`src/rtl/pipeline_ctrl_pkg.sv`:
```
// Shared definitions for the pipeline hazard/sequencing controller:
// FSM encoding, register-index zero and default counter width.
package pipeline_ctrl_pkg;

    typedef enum logic [1:0] {
        RUN    = 2'd0,
        DRAIN  = 2'd1,
        HALTED = 2'd2
    } state_e;

    localparam logic [4:0] REG_ZERO  = 5'd0;
    localparam int         CNT_W_DEF = 32;

endpackage

```
`src/rtl/pipeline_ctrl_if.sv`:
```
// Bundle of pipeline status inputs and register-control outputs exchanged
// between the datapath (master) and the hazard controller (slave).
interface pipeline_ctrl_if import pipeline_ctrl_pkg::*; #(
    parameter int CNT_W = CNT_W_DEF
) ();
    logic [4:0]       id_rs1;
    logic [4:0]       id_rs2;
    logic             id_use_rs1;
    logic             id_use_rs2;
    logic             ex_ld;
    logic [4:0]       ex_rd;
    logic             ex_halt;
    logic             ex_branch_taken;
    logic             mem_req;
    logic             mem_ready;
    logic             wb_halt;
    logic             pc_write;
    logic             ifid_write;
    logic             ifid_flush;
    logic             idex_write;
    logic             idex_flush;
    logic             exmem_write;
    logic             memwb_write;
    logic             halted;
    logic [CNT_W-1:0] stall_cycles;
    logic [CNT_W-1:0] flush_count;

    modport master (
        output id_rs1, id_rs2, id_use_rs1, id_use_rs2, ex_ld, ex_rd,
               ex_halt, ex_branch_taken, mem_req, mem_ready, wb_halt,
        input  pc_write, ifid_write, ifid_flush, idex_write, idex_flush,
               exmem_write, memwb_write, halted, stall_cycles, flush_count
    );

    modport slave (
        input  id_rs1, id_rs2, id_use_rs1, id_use_rs2, ex_ld, ex_rd,
               ex_halt, ex_branch_taken, mem_req, mem_ready, wb_halt,
        output pc_write, ifid_write, ifid_flush, idex_write, idex_flush,
               exmem_write, memwb_write, halted, stall_cycles, flush_count
    );
endinterface

```
`src/rtl/pipeline_ctrl_sat_counter.sv`:
```
// Event counter that sticks at all-ones instead of wrapping.
module sat_counter #(
    parameter int W = 32
) (
    input  logic         clock,
    input  logic         reset,
    input  logic         inc_i,
    output logic [W-1:0] count_o
);
    logic [W-1:0] count_q;

    always_ff @(posedge clock or posedge reset) begin
        if (reset) begin
            count_q <= '0;
        end else if (inc_i && (count_q != '1)) begin
            count_q <= count_q + 1'b1;
        end
    end

    assign count_o = count_q;
endmodule

```
`src/rtl/pipeline_ctrl.sv`:
```
// Hazard controller for the 5-stage pipeline: load-use stalls, branch
// squashes, data-memory freezes and halt draining, plus perf counters.
module pipeline_ctrl import pipeline_ctrl_pkg::*; #(
    parameter int CNT_W = CNT_W_DEF
) (
    input  logic            clock,
    input  logic            reset,
    pipeline_ctrl_if.slave  bus
);
    state_e state_q, state_d;
    logic   freeze;
    logic   load_use;
    logic   stall_inc;
    logic   flush_inc;

    assign freeze   = bus.mem_req && !bus.mem_ready;
    assign load_use = bus.ex_ld && (bus.ex_rd != REG_ZERO) &&
                      ((bus.id_use_rs1 && (bus.id_rs1 == bus.ex_rd)) ||
                       (bus.id_use_rs2 && (bus.id_rs2 == bus.ex_rd)));

    always_ff @(posedge clock or posedge reset) begin
        if (reset) begin
            state_q <= RUN;
        end else begin
            state_q <= state_d;
        end
    end

    always_comb begin
        state_d         = state_q;
        bus.pc_write    = 1'b0;
        bus.ifid_write  = 1'b0;
        bus.ifid_flush  = 1'b0;
        bus.idex_write  = 1'b0;
        bus.idex_flush  = 1'b0;
        bus.exmem_write = 1'b0;
        bus.memwb_write = 1'b0;
        bus.halted      = 1'b0;
        flush_inc       = 1'b0;
        case (state_q)
            RUN: begin
                if (!freeze) begin
                    // Flushed registers keep their write enable so they latch the bubble.
                    bus.ifid_write  = 1'b1;
                    bus.idex_write  = 1'b1;
                    bus.exmem_write = 1'b1;
                    bus.memwb_write = 1'b1;
                    if (bus.ex_halt) begin
                        bus.ifid_flush = 1'b1;
                        bus.idex_flush = 1'b1;
                        state_d        = DRAIN;
                    end else if (bus.ex_branch_taken) begin
                        bus.pc_write   = 1'b1;
                        bus.ifid_flush = 1'b1;
                        bus.idex_flush = 1'b1;
                        flush_inc      = 1'b1;
                    end else if (load_use) begin
                        bus.ifid_write = 1'b0;
                        bus.idex_flush = 1'b1;
                    end else begin
                        bus.pc_write = 1'b1;
                    end
                end
            end
            DRAIN: begin
                if (!freeze) begin
                    bus.ifid_write  = 1'b1;
                    bus.ifid_flush  = 1'b1;
                    bus.idex_write  = 1'b1;
                    bus.idex_flush  = 1'b1;
                    bus.exmem_write = 1'b1;
                    bus.memwb_write = 1'b1;
                    if (bus.wb_halt) begin
                        state_d = HALTED;
                    end
                end
            end
            HALTED: begin
                bus.halted = 1'b1;
            end
            default: begin
                state_d = RUN;
            end
        endcase
    end

    assign stall_inc = !bus.pc_write && (state_q != HALTED);

    sat_counter #(.W(CNT_W)) u_stall_cnt (
        .clock   (clock),
        .reset   (reset),
        .inc_i   (stall_inc),
        .count_o (bus.stall_cycles)
    );

    sat_counter #(.W(CNT_W)) u_flush_cnt (
        .clock   (clock),
        .reset   (reset),
        .inc_i   (flush_inc),
        .count_o (bus.flush_count)
    );
endmodule

```
`src/flat_wrapper.sv`:
```
// flat-port wrapper written by rule: the top's interface ports become plain ports
module pipeline_ctrl_flat import pipeline_ctrl_pkg::*;
#(
    parameter int CNT_W = CNT_W_DEF
)
  (clock, reset, bus_id_rs1, bus_id_rs2, bus_id_use_rs1, bus_id_use_rs2, bus_ex_ld, bus_ex_rd, bus_ex_halt, bus_ex_branch_taken, bus_mem_req, bus_mem_ready, bus_wb_halt, bus_pc_write, bus_ifid_write, bus_ifid_flush, bus_idex_write, bus_idex_flush, bus_exmem_write, bus_memwb_write, bus_halted, bus_stall_cycles, bus_flush_count);
  pipeline_ctrl_if #(.CNT_W(CNT_W)) bus_i ();
  input  logic clock;
  input  logic reset;
  input wire logic [$bits(bus_i.id_rs1)-1:0] bus_id_rs1;
  input wire logic [$bits(bus_i.id_rs2)-1:0] bus_id_rs2;
  input wire logic [$bits(bus_i.id_use_rs1)-1:0] bus_id_use_rs1;
  input wire logic [$bits(bus_i.id_use_rs2)-1:0] bus_id_use_rs2;
  input wire logic [$bits(bus_i.ex_ld)-1:0] bus_ex_ld;
  input wire logic [$bits(bus_i.ex_rd)-1:0] bus_ex_rd;
  input wire logic [$bits(bus_i.ex_halt)-1:0] bus_ex_halt;
  input wire logic [$bits(bus_i.ex_branch_taken)-1:0] bus_ex_branch_taken;
  input wire logic [$bits(bus_i.mem_req)-1:0] bus_mem_req;
  input wire logic [$bits(bus_i.mem_ready)-1:0] bus_mem_ready;
  input wire logic [$bits(bus_i.wb_halt)-1:0] bus_wb_halt;
  output wire logic [$bits(bus_i.pc_write)-1:0] bus_pc_write;
  output wire logic [$bits(bus_i.ifid_write)-1:0] bus_ifid_write;
  output wire logic [$bits(bus_i.ifid_flush)-1:0] bus_ifid_flush;
  output wire logic [$bits(bus_i.idex_write)-1:0] bus_idex_write;
  output wire logic [$bits(bus_i.idex_flush)-1:0] bus_idex_flush;
  output wire logic [$bits(bus_i.exmem_write)-1:0] bus_exmem_write;
  output wire logic [$bits(bus_i.memwb_write)-1:0] bus_memwb_write;
  output wire logic [$bits(bus_i.halted)-1:0] bus_halted;
  output wire logic [$bits(bus_i.stall_cycles)-1:0] bus_stall_cycles;
  output wire logic [$bits(bus_i.flush_count)-1:0] bus_flush_count;
  assign bus_i.id_rs1 = bus_id_rs1;
  assign bus_i.id_rs2 = bus_id_rs2;
  assign bus_i.id_use_rs1 = bus_id_use_rs1;
  assign bus_i.id_use_rs2 = bus_id_use_rs2;
  assign bus_i.ex_ld = bus_ex_ld;
  assign bus_i.ex_rd = bus_ex_rd;
  assign bus_i.ex_halt = bus_ex_halt;
  assign bus_i.ex_branch_taken = bus_ex_branch_taken;
  assign bus_i.mem_req = bus_mem_req;
  assign bus_i.mem_ready = bus_mem_ready;
  assign bus_i.wb_halt = bus_wb_halt;
  assign bus_pc_write = bus_i.pc_write;
  assign bus_ifid_write = bus_i.ifid_write;
  assign bus_ifid_flush = bus_i.ifid_flush;
  assign bus_idex_write = bus_i.idex_write;
  assign bus_idex_flush = bus_i.idex_flush;
  assign bus_exmem_write = bus_i.exmem_write;
  assign bus_memwb_write = bus_i.memwb_write;
  assign bus_halted = bus_i.halted;
  assign bus_stall_cycles = bus_i.stall_cycles;
  assign bus_flush_count = bus_i.flush_count;
  pipeline_ctrl #(.CNT_W(CNT_W)) u_core (.clock(clock), .reset(reset), .bus(bus_i));
endmodule
```
`config.mk`:
```
export PLATFORM = sky130hd
export DESIGN_NAME = pipeline_ctrl_flat
export DESIGN_NICKNAME = d
export VERILOG_FILES = /design/src/rtl/pipeline_ctrl_pkg.sv /design/src/rtl/pipeline_ctrl_if.sv /design/src/rtl/pipeline_ctrl_sat_counter.sv /design/src/rtl/pipeline_ctrl.sv /design/src/flat_wrapper.sv
export SDC_FILE = /design/constraint.sdc
export NUM_CORES = 1
export LEC_CHECK = 0
export BUFFER_PORTS_ARGS = -buffer_cell sky130_fd_sc_hd__buf_2
export CORE_MARGIN = 2
export CORE_UTILIZATION = 45
export DETAILED_ROUTE_END_ITERATION = 8
export HOLD_SLACK_MARGIN = 0.15
export PLACE_DENSITY_LB_ADDON = 0.25
export SYNTH_ARGS = -nofsm -noshare
export SYNTH_HDL_FRONTEND = slang
export SYNTH_SLANG_ARGS = --single-unit
```
`constraint.sdc`:
```
create_clock -name clock -period 5.3 [get_ports clock]
set_input_delay 1.06 -clock clock [delete_from_list [all_inputs] [get_ports clock]]
set_output_delay 1.06 -clock clock [all_outputs]
set_load 0.02 [all_outputs]
```
==> results.json <==
{
  "ff2ff_setup_slack_ps": 2850,
  "fp-row-count": 32,
  "synth_ff_type": "dfrtp_1",
  "fillers": 714,
  "grt_max_degree": 67,
  "firstDrtPassIters": 4,
  "r2r_start": "u_core.u_stall_cnt.count_o[0]$_DFFE_PP0P_",
  "drc_errors": 0,
  "final_util_pct": 57.0,
  "synth_cells": 350,
  "synth.avg_cell_area_sq_um": 10.1,
  "grt_overflow": 0,
  "die_y_um": 92.8,
  "clock_skew_ps": 7.15,
  "ant_nets": 0,
  "antenna_found_initial": 0,
  "grt_pass1_wl_um": 13600,
  "yosys.area.top_type": "dfrtp_1",
  "routed_wl_um": 7750,
  "powerDensity_nw_per_um2": 387,
  "post-route-min-period_ps": 3360,
  "fmax_mhz": 297,
  "ioPinCount": 97,
  "yosys-top-cells-area": "dfrtp_1 47%, xor2_1 10%, xnor2_1 7.4%, nand4_1 4.6%, nor2_1 4.1%",
  "ys_top_cells_by_count": "66 x dfrtp_1, 42 x xor2_1, 39 x nor2_1",
  "hold_viol": 0,
  "root_buffer": "clkbuf_8",
  "cts_tree": "built",
  "arrival_ps": 2300,
  "r2r-end": "u_core.u_stall_cnt.count_o[1]$_DFFE_PP0P_",
  "cap_violations": 0,
  "slowest_delay_ps": 340,
  "crit_start": "bus_ex_rd[2]",
  "crit_top_cell": "buf_2",
  "netlist_area_sq_um": 3550,
  "cts.sinks": 66,
  "synthAdderAreaFrac_pct": 0.705,
  "synth_compound_area_share_pct": 3.56,
  "synth_top_family_by_area": "simple AND/OR/NAND/NOR gates",
  "ys_seq_area_share_pct": 46.5,
  "gp_congestion": 0.809,
  "setup_viol": 0,
  "nets": 479,
  "vias": 2955,
  "post-cts-setup-buffers": 0,
  "cts_buffers": 9,
  "slowest_stage": "o22ai_1",
  "crit_type": "input pin to output pin",
  "rsz0062_at_grt": "no",
  "track_usage_pct": 19.6,
  "multiInputGateArea_sq_um": 1800,
  "syn2layout_area_growth_pct": 23.4,
  "die_x_um": 92.8,
  "path_max_fanout": 4,
  "period_share_pct": 63.5,
  "maxSlewHeadroom_pct": 44.8,
  "crit_path_cell_trace": "buf_2 -> xnor2_1 -> nand4_1 -> o22ai_1 -> a41o_1 -> inv_1 -> buf_2",
  "synth_simple_gate_area_share_pct": 27.8,
  "htree_levels": 3,
  "postCtsHoldBufs": 0,
  "clock_latency_ps": 340,
  "ys_ff_latch": 66,
  "start_util_pct": 46.2,
  "synth_cell_types": 44,
  "port_buffers": 96,
  "coreArea_sq_um": 7690,
  "grt_pass1_vias": 2884,
  "drt_iter0_markers": 88,
  "cp.required_ps": 4240,
  "dieArea_sq_um": 8610,
  "antenna_cells": 0,
  "synth.most_common_cell": "dfrtp_1",
  "crit_buf_inv": 3,
  "tightest_slew_ps": 828,
  "status": "finished, final reports clean",
  "async_flop_share_pct": 100,
  "synth_xor_area_share_pct": 17.8,
  "leakage_nw": 2.11,
  "clk_pin_slew_worst_paths_ps": 70,
  "synth_fp_nets": 377,
  "post_route_cells_drive_above_1_share_pct": 29.1,
  "hold_path_class": "register to register",
  "cp_top_family": "compound AO/OA/AOI/OAI gates",
  "ff2ff_path_depth": 6,
  "slew_viol_final": 0,
  "muxShareOfSynthArea_pct": 0.634,
  "cts_resized": 0,
  "yosysWarningCount": 0,
  "synth_edf_count": 0,
  "end_kind": "output pin",
  "yosysTopAreaCellShare_pct": 46.5,
  "critPathLaunchType": "input pin",
  "setup_tns_ps": 0,
  "min_from": "u_core.u_flush_cnt.count_o[10]$_DFFE_PP0P_",
  "routedWlPerCell_um": 13.9,
  "hold_path_depth": 1,
  "regArea_sq_um": 1650,
  "vias_per_cell": 5.29,
  "hold_path_end": "u_core.u_flush_cnt.count_o[10]$_DFFE_PP0P_",
  "clock_path_buffers": 2,
  "vdd_drop_max_mv": 0.198,
  "dp_hpwl_um": 5590
}
flip-flops by register name, summed over array words and instances (netlist names):
register,count
u_core.u_stall_cnt.count_o,32
u_core.u_flush_cnt.count_o,32
u_core.state_q,2
cell type report:
| type | instances | share of cell area (%) |
|---|---|---|
| clock buffer | 11 | 3.46 |
| clock inverter | 5 | 2.28 |
| inverter | 15 | 1.28 |
| multi-input combinational | 262 | 41.1 |
| sequential | 66 | 37.7 |
| tap | 102 | 2.91 |
| timing repair buffer | 98 | 11.3 |
report_power, final:
group | switching (mW) | internal, mW
Clock | 0.190 | 0.337
Sequential | 0.101 | 0.578
Combinational | 0.318 | 0.172
how the worst max path moves through the flow:
stage                     depth (start not counted)  slack, ps      endpoint
after floorplan                                   6       2230  bus_pc_write
after global placement                            8       1990  bus_pc_write
after detailed placement                          7       1960  bus_pc_write
after CTS                                         7       1950  bus_pc_write
after global routing                              8       1830  bus_pc_write
final                                             7       1940  bus_pc_write
cells by family after synthesis:
| kind of cell | count (synthesis) |
|---|---|
| and+or+nand+nor | 171 |
| xor gates and xnor gates | 72 |
| DFF | 66 |
| buffers and inverters | 22 |
| AOI/OAI and AO/OA | 15 |
| muxes | 2 |
| adders and majority gates | 2 |
routing by layer:
layer / vias up / GRT usage [%] / wire length (um)
met3: 13 / 4.80 / 368
met2: 77 / 32.5 / 3870
met1: 1435 / 25.1 / 3370
li1: 1430 / - / -
met5: - / 0 / 0
met4: 0 / 6.25 / 141
metrics by stage:
step,cells,instance area (sq um),total power [mW],hold WS [ps],worst slack [ps]
2_1_floorplan,350,3550,1.03,463,2230
3_3_place_gp,543,4130,1.17,476,1990
3_5_place_dp,543,4130,1.18,482,1960
4_1_cts,559,4380,1.72,496,1950
5_1_grt,559,4380,1.80,514,1830
6_report,559,4380,1.70,492,1940
layout by cell type, fill, tap and decap left out, types with 2 or more instances in the layout:
cell,count
nand4_1,26
nand2_1,28
or3_1,2
buf_4,2
clkinv_2,2
a211o_1,2
nor4_1,4
nor2_1,39
nor4_4,4
dfrtp_1,66
nor2b_1,2
and4_1,7
nor3_1,17
nand3_1,26
and3_1,3
inv_1,14
mux2_2,2
clkbuf_8,11
ha_1,2
xor2_1,42
bufinv_16,3
buf_2,96
xnor2_1,30
a21oi_1,2
nand2b_1,2
Power figures use the tool's default switching activity.
